==> config.mk <==
export PLATFORM = sky130hd
export DESIGN_NAME = axi_pattern_gen
export DESIGN_NICKNAME = d
export VERILOG_FILES = /design/src/rtl/axi_burst_master_test_pkg.sv /design/src/rtl/axi_pattern_gen.sv
export SDC_FILE = /design/constraint.sdc
export NUM_CORES = 1
export LEC_CHECK = 0
export ABC_AREA = 0
export CAP_MARGIN = 40
export CORE_UTILIZATION = 45
export DETAILED_ROUTE_END_ITERATION = 7
export DONT_BUFFER_PORTS = 1
export SLEW_MARGIN = 20
export SYNTH_ARGS = -nofsm -noshare
export SYNTH_HDL_FRONTEND = slang
export SYNTH_SLANG_ARGS = --single-unit
==> constraint.sdc <==
create_clock -name clk -period 2.8 [get_ports clk]
set_input_delay 0.56 -clock clk [delete_from_list [all_inputs] [get_ports clk]]
set_output_delay 0.56 -clock clk [all_outputs]
set_load 0.01 [all_outputs]
==> src/rtl/axi_burst_master_test_pkg.sv <==
// Shared types and AXI constants for the burst self-test master.
// Imported by the master top and its pattern generator.
package axi_burst_master_test_pkg;

    typedef enum logic [2:0] {
        ST_IDLE,
        ST_AW,
        ST_W,
        ST_B,
        ST_AR,
        ST_R,
        ST_DONE
    } state_t;

    localparam logic [1:0] AXI_BURST_INCR = 2'b01;
    localparam logic [1:0] AXI_RESP_OKAY  = 2'b00;
    localparam logic [2:0] AXI_SIZE_4B    = 3'b010;

    localparam int BEAT_W    = 9;
    localparam int ERR_CNT_W = 9;

endpackage

==> src/rtl/axi_pattern_gen.sv <==
// Expected-word source: seed plus a beat counter.
// Shared by the write and read-compare phases.
module axi_pattern_gen
    import axi_burst_master_test_pkg::*;
#(
    parameter int DATA_W = 32
) (
    input  logic              clk,
    input  logic              rst,
    input  logic              restart,
    input  logic              advance,
    input  logic [DATA_W-1:0] seed,
    output logic [BEAT_W-1:0] beat,
    output logic [DATA_W-1:0] data
);

    // Beat counter: cleared at phase start, bumped per handshake.
    always_ff @(posedge clk) begin
        if (rst || restart) begin
            beat <= '0;
        end else if (advance) begin
            beat <= beat + 1'b1;
        end
    end

    assign data = seed + DATA_W'(beat);

endmodule

==> results of run 1 <==
logic make-up after synthesis:
family	Yosys count	synth area share, %
and+or+nand+nor	54	22.9
AOI/OAI and AO/OA	36	24.1
xor gates and xnor gates	33	22.6
adders and majority gates	11	11.4
DFF	9	14.1
buffers and inverters	7	3.23
muxes	2	1.57
layout make-up:
cell class / instances / area (µm²) / area share [%]
clock buffers: 3 / 22.5 / 1.52
clock inverters: 1 / 5.00 / 0.339
inverters: 1 / 3.75 / 0.254
multi-input cells: 136 / 1140 / 76.9
flip-flops and latches: 9 / 183 / 12.4
well taps: 30 / 37.5 / 2.54
repair buffers: 12 / 90.1 / 6.10
repair_timing:
item / in CTS / in global routing
resized for setup: 4 / 11
pin swaps: 4 / 2
buffers inserted: 0 / 0
hold buffers: 0 / 0
setup endpoints to repair: 23 / 13
where the power goes:
part	total [mW]	internal, mW	switching [mW]	leakage, nW
clock	0.105	0.0530	0.0522	0.0177
sequential	0.130	0.129	0.00105	0.0735
combinational	0.0783	0.0353	0.0431	0.517
layer usage:
| layer | vias up | GRT usage (%) | part of all wire (%) |
|---|---|---|---|
| li1 | 591 | - | - |
| met5 | - | 0 | 0 |
| met2 | 56 | 35.3 | 52 |
| met4 | 0 | 2.14 | 0.40 |
| met1 | 557 | 23.1 | 40 |
| met3 | 2 | 5.39 | 7.6 |
placed cells by master (no fill, tap or decap), types with 2 or more instances in the layout:
cell       instances
xnor2_1           23
nor2_1            12
buf_4             12
a21oi_1            9
nand2_1            9
and3_1             9
ha_1               9
nand4_1            7
dfxtp_1            7
o211ai_2           6
xor2_1             6
nand3_1            5
o2111ai_2          4
xnor2_2            4
o21ai_0            4
a21o_1             3
or3_1              3
clkbuf_4           3
and4_4             2
and4_1             2
mux2i_1            2
dfxtp_2            2
worst min path at each step:
stage / start / to / slack, ns / depth (start not counted)
global route: advance / beat[0] / 0.46 / 2
detailed placement: beat[5] / beat[5] / 0.61 / 2
finish: advance / beat[0] / 0.44 / 2
global placement: beat[5] / beat[5] / 0.60 / 2
floorplan: beat[8] / beat[8] / 0.52 / 2
CTS: advance / beat[0] / 0.44 / 2
through the flow:
stage                     util, %  setup slack [ns]  area [µm²]  hold WS [ns]
final                        57.6            0.0418        1480         0.439
after global routing         57.6           -0.0490        1480         0.464
after CTS                    54.8           0.00975        1410         0.444
after detailed placement     53.2           -0.0814        1370         0.609
after global placement       53.2           -0.0245        1370         0.600
after floorplan                 -            0.0189        1280         0.518
worst reg2reg max path, stage by stage (launching register included):
cell and delay, ns:
dfxtp_1 0.38, buf_4 0.16, ha_1 0.15, and3_1 0.19, nand4_1 0.16, or3_1 0.37, a21oi_1 0.15
==> reports/metrics.csv, run 1 <==
metric;value;unit
outcome;complete, no violations;
dpl cells;188;
CTS tree;done;
row count;18;
maximum net fanout on the critical path;8;
Antenna diodes;0;
Initial Util;49.7;%
fraction of layout cells with a size suffix above 1;25.9;%
GP Congestion;0.870;
Fillers;217;
cell with the most instances after synthesis;xnor2_1;
Critical Path Stages;6;
H-tree Lvls;1;
CTS Root Cell;clkbuf_4;
TritonRoute pass-1 iters;4;
Worst Setup EP;data[22];
fmax;0.363;GHz
Post-synth EDFFs;0;
P_leak;0.608;nW
vias per inst;6.28;
CP Capture Type;output pin;
period utilization;98.5;%
max FFs per register;9;
Synth top cells by count;27 x xnor2_1, 12 x nor2_1, 10 x ha_1;
Final Max Slew Viols;0;
clock skew;0.00412;ns
clk slew on worst S/H paths;0.07;ns
nets@finish;210;
CTS Sinks;9;
crit path kind;reg2out;
CP peak stage delay;0.41;ns
WP data required;2.24;ns
Max stage delay cell, worst path;ha_1;
PD cells;212;mW/mm²
peak supply drop;277;µV
Post-Route WL;3.02;mm
vias in the first global route;1100;
post-route ant nets;0;
Gate Count Post-Synth;152;
1st-iter DRT viols;42;
startpoint types;register;
Worst Tran Pin Value;0.448;ns
largest registers;beat x9;
Synth top area share;18.5;%
Final Instance Count excl. Fillers;192;
r2r startpoint;beat[1];
largest area contributor in the netlist;xnor2_1;
maxcap violations;0;
Reg2Reg Setup Slack;1.17;ns
largest cells by area after synthesis;xnor2_1 19%, dfxtp_1 14%, ha_1 9.8%;
largest net degree at the start of global routing;13;
Critical R2R Capture;beat[8];
cts bufs inserted;3;
Pwr Total;0.314;mW
final hold vios;0;
Post-DP HPWL;2.41;mm
Slew headroom;70.2;%
kind of cell adding the most delay to the critical path;simple AND/OR/NAND/NOR gates;
Reg2Reg Depth;6;
cell breakdown of the critical path;ha_1, and3_1, nand3_1, o22ai_2, nand4_1, xnor2_1;
vias;1206;
Hold/Removal Path Class;in2reg;
# DRC;0;
Clock Latency Late Sink;0.27;ns
Mean Syn Cell Area;8.40;µm²
clk buf depth;2;
die extent in x;55.3;µm
CP arrival;2.20;ns
setup TNS;0;ns
Final setup viols;0;
GRT Resource Usage Total;19.4;%
Async S/R FF share, synth;0;%
Ys Warns;0;
RSZ-0062 raised after global routing;yes;
Syn-to-layout area delta;15.8;%
initial antenna violation count;0;
io pins;77;
Congestion Overflow GR;0;
Seq cells post-synth;9;
IO buf count;0;
Die Height;55.3;µm
Top FF cell, synth;dfxtp_1;
drt wl/cell;15.7;µm
Post-Syn Area;0.00128;mm²
Syn Nets;199;
Core Box Area;0.00257;mm²
Tmin final;2.76;ns
CP bufs+invs;0;
Largest Register;beat;
first-pass GRT wire length;4.91;mm
CP Launch Point;beat[7];
Die ar.;0.00305;mm²
post-synthesis sequential area ratio;14.1;%
Yosys cell types;38;
No activity file was read; power rests on OpenSTA's default activity.
==> inputs of run 2 (changes only) <==
--- a/config.mk
+++ b/config.mk
@@ -7,6 +7,7 @@
 export LEC_CHECK = 0
 export ABC_AREA = 0
 export CAP_MARGIN = 40
+export CORE_MARGIN = 2
 export CORE_UTILIZATION = 45
 export DETAILED_ROUTE_END_ITERATION = 7
 export DONT_BUFFER_PORTS = 1
==> run 2 against run 1 <==
Effect of this change: via count rose by 1.7%; largest cell class unchanged; global-route usage shrank 0.76 points; total power rose by 1.3%; worst setup slack improved by 0.052 ns.
==> reports/metrics.csv, run 2 (synthesized netlist as in run 1, its figures left out) <==
metric;value;unit;change
1st-iter DRT viols;71;;+69%
Fillers;262;;+21%
first-pass GRT wire length;5.04;mm;+2.5%
period utilization;96.7;%;-1.8 points
vias in the first global route;1125;;+2.3%
crit path kind;reg2out;;
Sw Ratio;29.0;%;-1.7 points
clock share of power;32.2;%;-1.3 points
Pwr Total;0.318;mW;+1.3%
row count;19;;+1
Critical Path Stages;8;;+2
Die ar.;0.00328;mm²;+7.4%
Sw Pwr;0.0923;mW;-4.2%
Initial Util;46.7;%;-3.0 points
Sequential Power Share;41.0;%;-0.5 points
cell breakdown of the critical path;ha_4, fa_2, a21o_1, a221oi_2, buf_4, o22ai_4, nand4_1, xnor2_2;;
clk slew on worst S/H paths;0.06;ns;about the same
Post-DP HPWL;2.60;mm;+7.9%
Area after DPL;0.00140;mm²;+2.3%
Worst Tran Pin Value;0.436;ns;-0.0114 ns
GP Congestion;0.767;;-12%
largest net degree at the start of global routing;13;;unchanged
initial antenna violation count;0;;unchanged
# DRC;0;;unchanged
Hold Buf Count CTS;0;;unchanged
max FFs per register;9;;unchanged
P_leak;0.663;nW;+8.9%
Logic pwr share;26.8;%;+1.8 points
GRT Resource Usage Total;18.6;%;-0.76 points
die extent in x;57.3;µm;+3.6%
Final Max Slew Viols;0;;unchanged
nets@finish;214;;+1.9%
vias per inst;6.22;;-0.92%
CTS Sinks;9;;unchanged
cts bufs inserted;3;;unchanged
Congestion Overflow GR;0;;unchanged
Syn-to-layout area delta;22.7;%;
clk buf depth;2;;unchanged
PD cells;203;mW/mm²;-4.5%
io pins;77;;unchanged
Hold/Removal Path Class;in2reg;;
Clock Latency Late Sink;0.26;ns;about the same
dpl ws;-0.0112;ns;+0.0702 ns
vias;1226;;+1.7%
Final setup viols;0;;unchanged
drt wl/cell;16.2;µm;+3.0%
CP peak stage delay;0.34;ns;-0.07 ns
multi-input logic area;0.00120;mm²;+5.3%
H-tree Lvls;1;;unchanged
Largest Register;beat;;
TritonRoute pass-1 iters;4;;unchanged
WP data required;2.24;ns;about the same
Post-Route WL;3.19;mm;+5.7%
Setup WS post-layout;0.0935;ns;+0.0517 ns
startpoint types;register;;
peak supply drop;216;µV;-22%
largest registers;beat x9;;
maximum net fanout on the critical path;8;;unchanged
Hold WS;0.453;ns;+0.0138 ns
CTS Root Cell;clkbuf_4;;
most frequent cells in the layout;17 x xnor2_1, 16 x buf_4, 12 x nor2_1, 10 x xnor2_2;;
CTS tree;done;;
Reg area;181;µm²;-0.68%
maxcap violations;0;;unchanged
fmax;0.369;GHz;+1.9%
Slew headroom;70.9;%;+0.76 points
CP arrival;2.15;ns;-0.05 ns
hold path cells;2;;unchanged
Die Height;57.3;µm;+3.6%
Core Util, Final;57.3;%;-0.25 points
Antenna diodes;0;;unchanged
CP Capture Type;output pin;;
IO buf count;0;;unchanged
RSZ-0062 raised after global routing;yes;;
final hold vios;0;;unchanged
Reg2Reg Depth;6;;unchanged
kind of cell adding the most delay to the critical path;compound AO/OA/AOI/OAI gates;;
commonest non-fill, non-tap cell in the layout;xnor2_1;;
post-route ant nets;0;;unchanged
CP bufs+invs;1;;+1
fin area;0.00157;mm²;+6.0%
Int Power;0.225;mW;+3.7%
Tmin final;2.71;ns;-0.0517 ns
clock skew;0.00292;ns;-0.00120 ns
Max stage delay cell, worst path;fa_2;;
Core Box Area;0.00273;mm²;+6.5%
outcome;complete, no violations;;
fraction of layout cells with a size suffix above 1;31.3;%;+5.4 points
==> run 2: worst register-to-register path: stages, from the launching register on <==
cell	delay [ns]
dfxtp_1	0.41
buf_4	0.18
ha_1	0.16
and3_1	0.18
nand4_1	0.16
or3_1	0.38
a21oi_1	0.14
==> run 2: worst paths after layout <==
kind | slack (ns) | startpoint | to
hold / removal | 0.45 | advance | beat[0]
setup reg to reg | 1.13 | beat[1] | beat[8]
setup / recovery | 0.09 | beat[0] | data[28]
hold reg to reg | 0.58 | beat[8] | beat[8]
==> run 2: cell type report <==
type / instances / share of cell area [%]
well taps: 31 / 2.48
inverters: 1 / 0.240
repair buffers: 16 / 7.67
flip-flops and latches: 9 / 11.6
multi-input cells: 136 / 76.4
clock buffers: 4 / 1.68
==> run 2: what timing repair did <==
| action | CTS | global route |
|---|---|---|
| hold endpoints to repair | 0 | 0 |
| pin swaps | 5 | 7 |
| buffers inserted | 0 | 0 |
| resized for setup | 6 | 17 |
| endpoints found under the setup margin | 9 | 20 |
==> run 2: per-stage QoR <==
stage	setup TNS [ns]	cells
floorplan	0	152
CTS	0	197
finish	0	197
global placement	0	193
detailed placement	-0.0112	193
global route	-0.0211	197
==> run 2: power groups by stage <==
stage	combinational, mW	sequential, mW	clock (mW)
5_1_grt	0.0927	0.130	0.112
3_5_place_dp	0.0762	0.133	0
4_1_cts	0.0784	0.130	0.103
6_report	0.0851	0.130	0.102
2_1_floorplan	0.0638	0.134	0
3_3_place_gp	0.0751	0.133	0
==> run 2: layer usage <==
| layer | global-route usage, % | routed length [µm] | up-vias |
|---|---|---|---|
| li1 | - | - | 594 |
| met1 | 22.5 | 1250 | 585 |
| met2 | 35.1 | 1720 | 47 |
| met3 | 4.54 | 230 | 0 |
| met4 | 0.332 | 0 | 0 |
| met5 | 0 | 0 | - |
==> inputs of run 3 (changes only) <==
--- a/config.mk
+++ b/config.mk
@@ -8,9 +8,10 @@
 export ABC_AREA = 0
 export CAP_MARGIN = 40
 export CORE_MARGIN = 2
-export CORE_UTILIZATION = 45
+export CORE_UTILIZATION = 34
+export CTS_CLUSTER_DIAMETER = 60
 export DETAILED_ROUTE_END_ITERATION = 7
-export DONT_BUFFER_PORTS = 1
+export PLACE_DENSITY = 0.77
 export SLEW_MARGIN = 20
 export SYNTH_ARGS = -nofsm -noshare
 export SYNTH_HDL_FRONTEND = slang
==> run 3 against run 2 <==
Effect of this change: critical path type is now in2out; the run now ends with setup timing left; flip-flop and latch count did not move; sequential power barely moved; clock skew fell by 0.0023 ns; via count rose by 45%; non-clock buffer count rose by 121; highest routed layer is now met4.
==> reports/metrics.csv, run 3 (synthesized netlist as in run 1, its figures left out) <==
metric;value;unit;change
maximum net fanout on the critical path;8;;unchanged
clk buf depth;2;;unchanged
io pins;77;;unchanged
dpl cells;322;;+67%
commonest non-fill, non-tap cell in the layout;buf_4;;
clk slew on worst S/H paths;0.04;ns;-0.02 ns
Core Util, Final;76.5;%;+19 points
most frequent cells in the layout;54 x buf_4, 39 x clkdlybuf4s50_1, 28 x buf_2, 23 x xnor2_1, 11 x nor2_1;;
maxcap violations;0;;unchanged
Final Max Slew Viols;0;;unchanged
vias in the first global route;1851;;+65%
# DRC;0;;unchanged
IO buf count;76;;+76
CTS Root Cell;clkbuf_8;;
1st-iter DRT viols;45;;-37%
H-tree Lvls;1;;unchanged
Die Height;65.3;µm;+14%
Antenna diodes;0;;unchanged
Clock Latency Late Sink;0.23;ns;-0.03 ns
period utilization;106;%;+9.2 points
RSZ-0062 raised after global routing;yes;;
GP Congestion;0.819;;+6.8%
nets@finish;335;;+57%
Post-DP HPWL;3.42;mm;+31%
WP data required;2.24;ns;about the same
fraction of layout cells with a size suffix above 1;50.5;%;+19 points
Pwr Total;0.515;mW;+62%
largest net degree at the start of global routing;13;;unchanged
crit path kind;in2out;;
Hold/Removal Path Class;reg2reg;;
largest registers;beat x9;;
Fillers;232;;-11%
Slew headroom;75.6;%;+4.7 points
clock skew;0.000648;ns;-0.00227 ns
max FFs per register;9;;unchanged
dpl ws;-0.937;ns;-0.926 ns
die extent in x;65.3;µm;+14%
vias;1778;;+45%
CP Capture Type;output pin;;
setup TNS;-1.39;ns;-1.39 ns
GRT Resource Usage Total;24.5;%;+5.9 points
TritonRoute pass-1 iters;4;;unchanged
Hold Buf Count CTS;0;;unchanged
row count;22;;+3
CP arrival;2.41;ns;+0.26 ns
Syn-to-layout area delta;118;%;
Final Instance Count excl. Fillers;335;;+70%
Worst Tran Pin Value;0.366;ns;-0.0702 ns
Post-Route WL;5.69;mm;+78%
failing checks;setup timing;;
P_leak;1.16;nW;+75%
Core Box Area;0.00363;mm²;+33%
outcome;finished, violations left;;
initial antenna violation count;0;;unchanged
final hold vios;0;;unchanged
Largest Register;beat;;
Die ar.;0.00426;mm²;+30%
startpoint types;input port;;
Tmin final;2.97;ns;+0.259 ns
Final setup viols;15;;+15
post-route ant nets;0;;unchanged
cts bufs inserted;3;;unchanged
first-pass GRT wire length;8.40;mm;+67%
Setup WS post-layout;-0.165;ns;-0.259 ns
PD cells;185;mW/mm²;-8.7%
CTS tree;done;;
peak supply drop;316;µV;+47%
drt wl/cell;17.0;µm;+4.9%
Initial Util;35.1;%;-12 points
Congestion Overflow GR;0;;unchanged
CTS Sinks;9;;unchanged
fmax;0.337;GHz;-8.7%
vias per inst;5.31;;-15%
[run 3: changes by cell type in the layout (fill, tap and decap cells not counted), moves of 4 or more]
cell,change
buf_2,+28
buf_4,+38
buf_6,+6
clkdlybuf4s50_1,+39
dlygate4sd2_1,+6
ha_1,-5
ha_4,+6
nand3_1,-4
nand3_2,+4
xnor2_1,+6
xnor2_2,-6
[run 3: where the power goes]
part           leakage (nW)  total (mW)  internal (mW)  switching [mW]
Sequential           0.0731       0.131          0.130         0.00138
Combinational          1.06       0.233          0.134          0.0990
Clock                0.0228       0.151         0.0992          0.0515
Total                  1.16       0.515          0.363           0.152
[run 3: layout make-up]
type                       count  area (µm²)  share of cell area, %
clock buffer                   4        45.0                   1.62
inverter                       1        3.75                  0.135
multi-input combinational    136        1380                   49.4
sequential                     9         181                   6.52
tap                           48        60.1                   2.16
timing repair buffer         137        1120                   40.1
[run 3: worst paths after layout]
check	from	depth (start not counted)	slack [ns]	to
setup / recovery	seed[0]	9	-0.17	data[22]
hold / removal	beat[8]	2	0.56	beat[8]
setup reg to reg	beat[1]	6	1.16	beat[8]
hold reg to reg	beat[8]	2	0.56	beat[8]
[run 3: metrics by stage]
step,cell area (µm²),hold slack [ns]
after floorplan,1280,0.518
after global placement,2470,0.494
after detailed placement,2470,0.496
after CTS,2680,0.543
after global routing,2780,0.585
final,2780,0.557
[run 3: what timing repair did]
item                       4_1_cts  5_1_grt
setup endpoints to repair       30       22
gates resized for setup        165       23
gates cloned                     1        0
setup buffers                    8        3
pin swaps                       41       29
[run 3: worst max-delay path, cell delays in order]
cell      delay [ns]
buf_6           0.09
ha_4            0.16
fa_2            0.35
a21o_1          0.23
a221oi_4        0.36
o22ai_4         0.20
nand4_1         0.15
xnor2_1         0.13
buf_2           0.17
[run 3: metal layers]
metal  part of all wire (%)  global-route usage (%)  vias up  wire length, µm
met5                      0                       0        -                0
met3                    4.8                    2.74       15              271
met1                     39                    27.5      854             2230
met4                    2.2                    9.11        0              126
li1                       -                       -      845                -
met2                     54                    46.8       64             3070
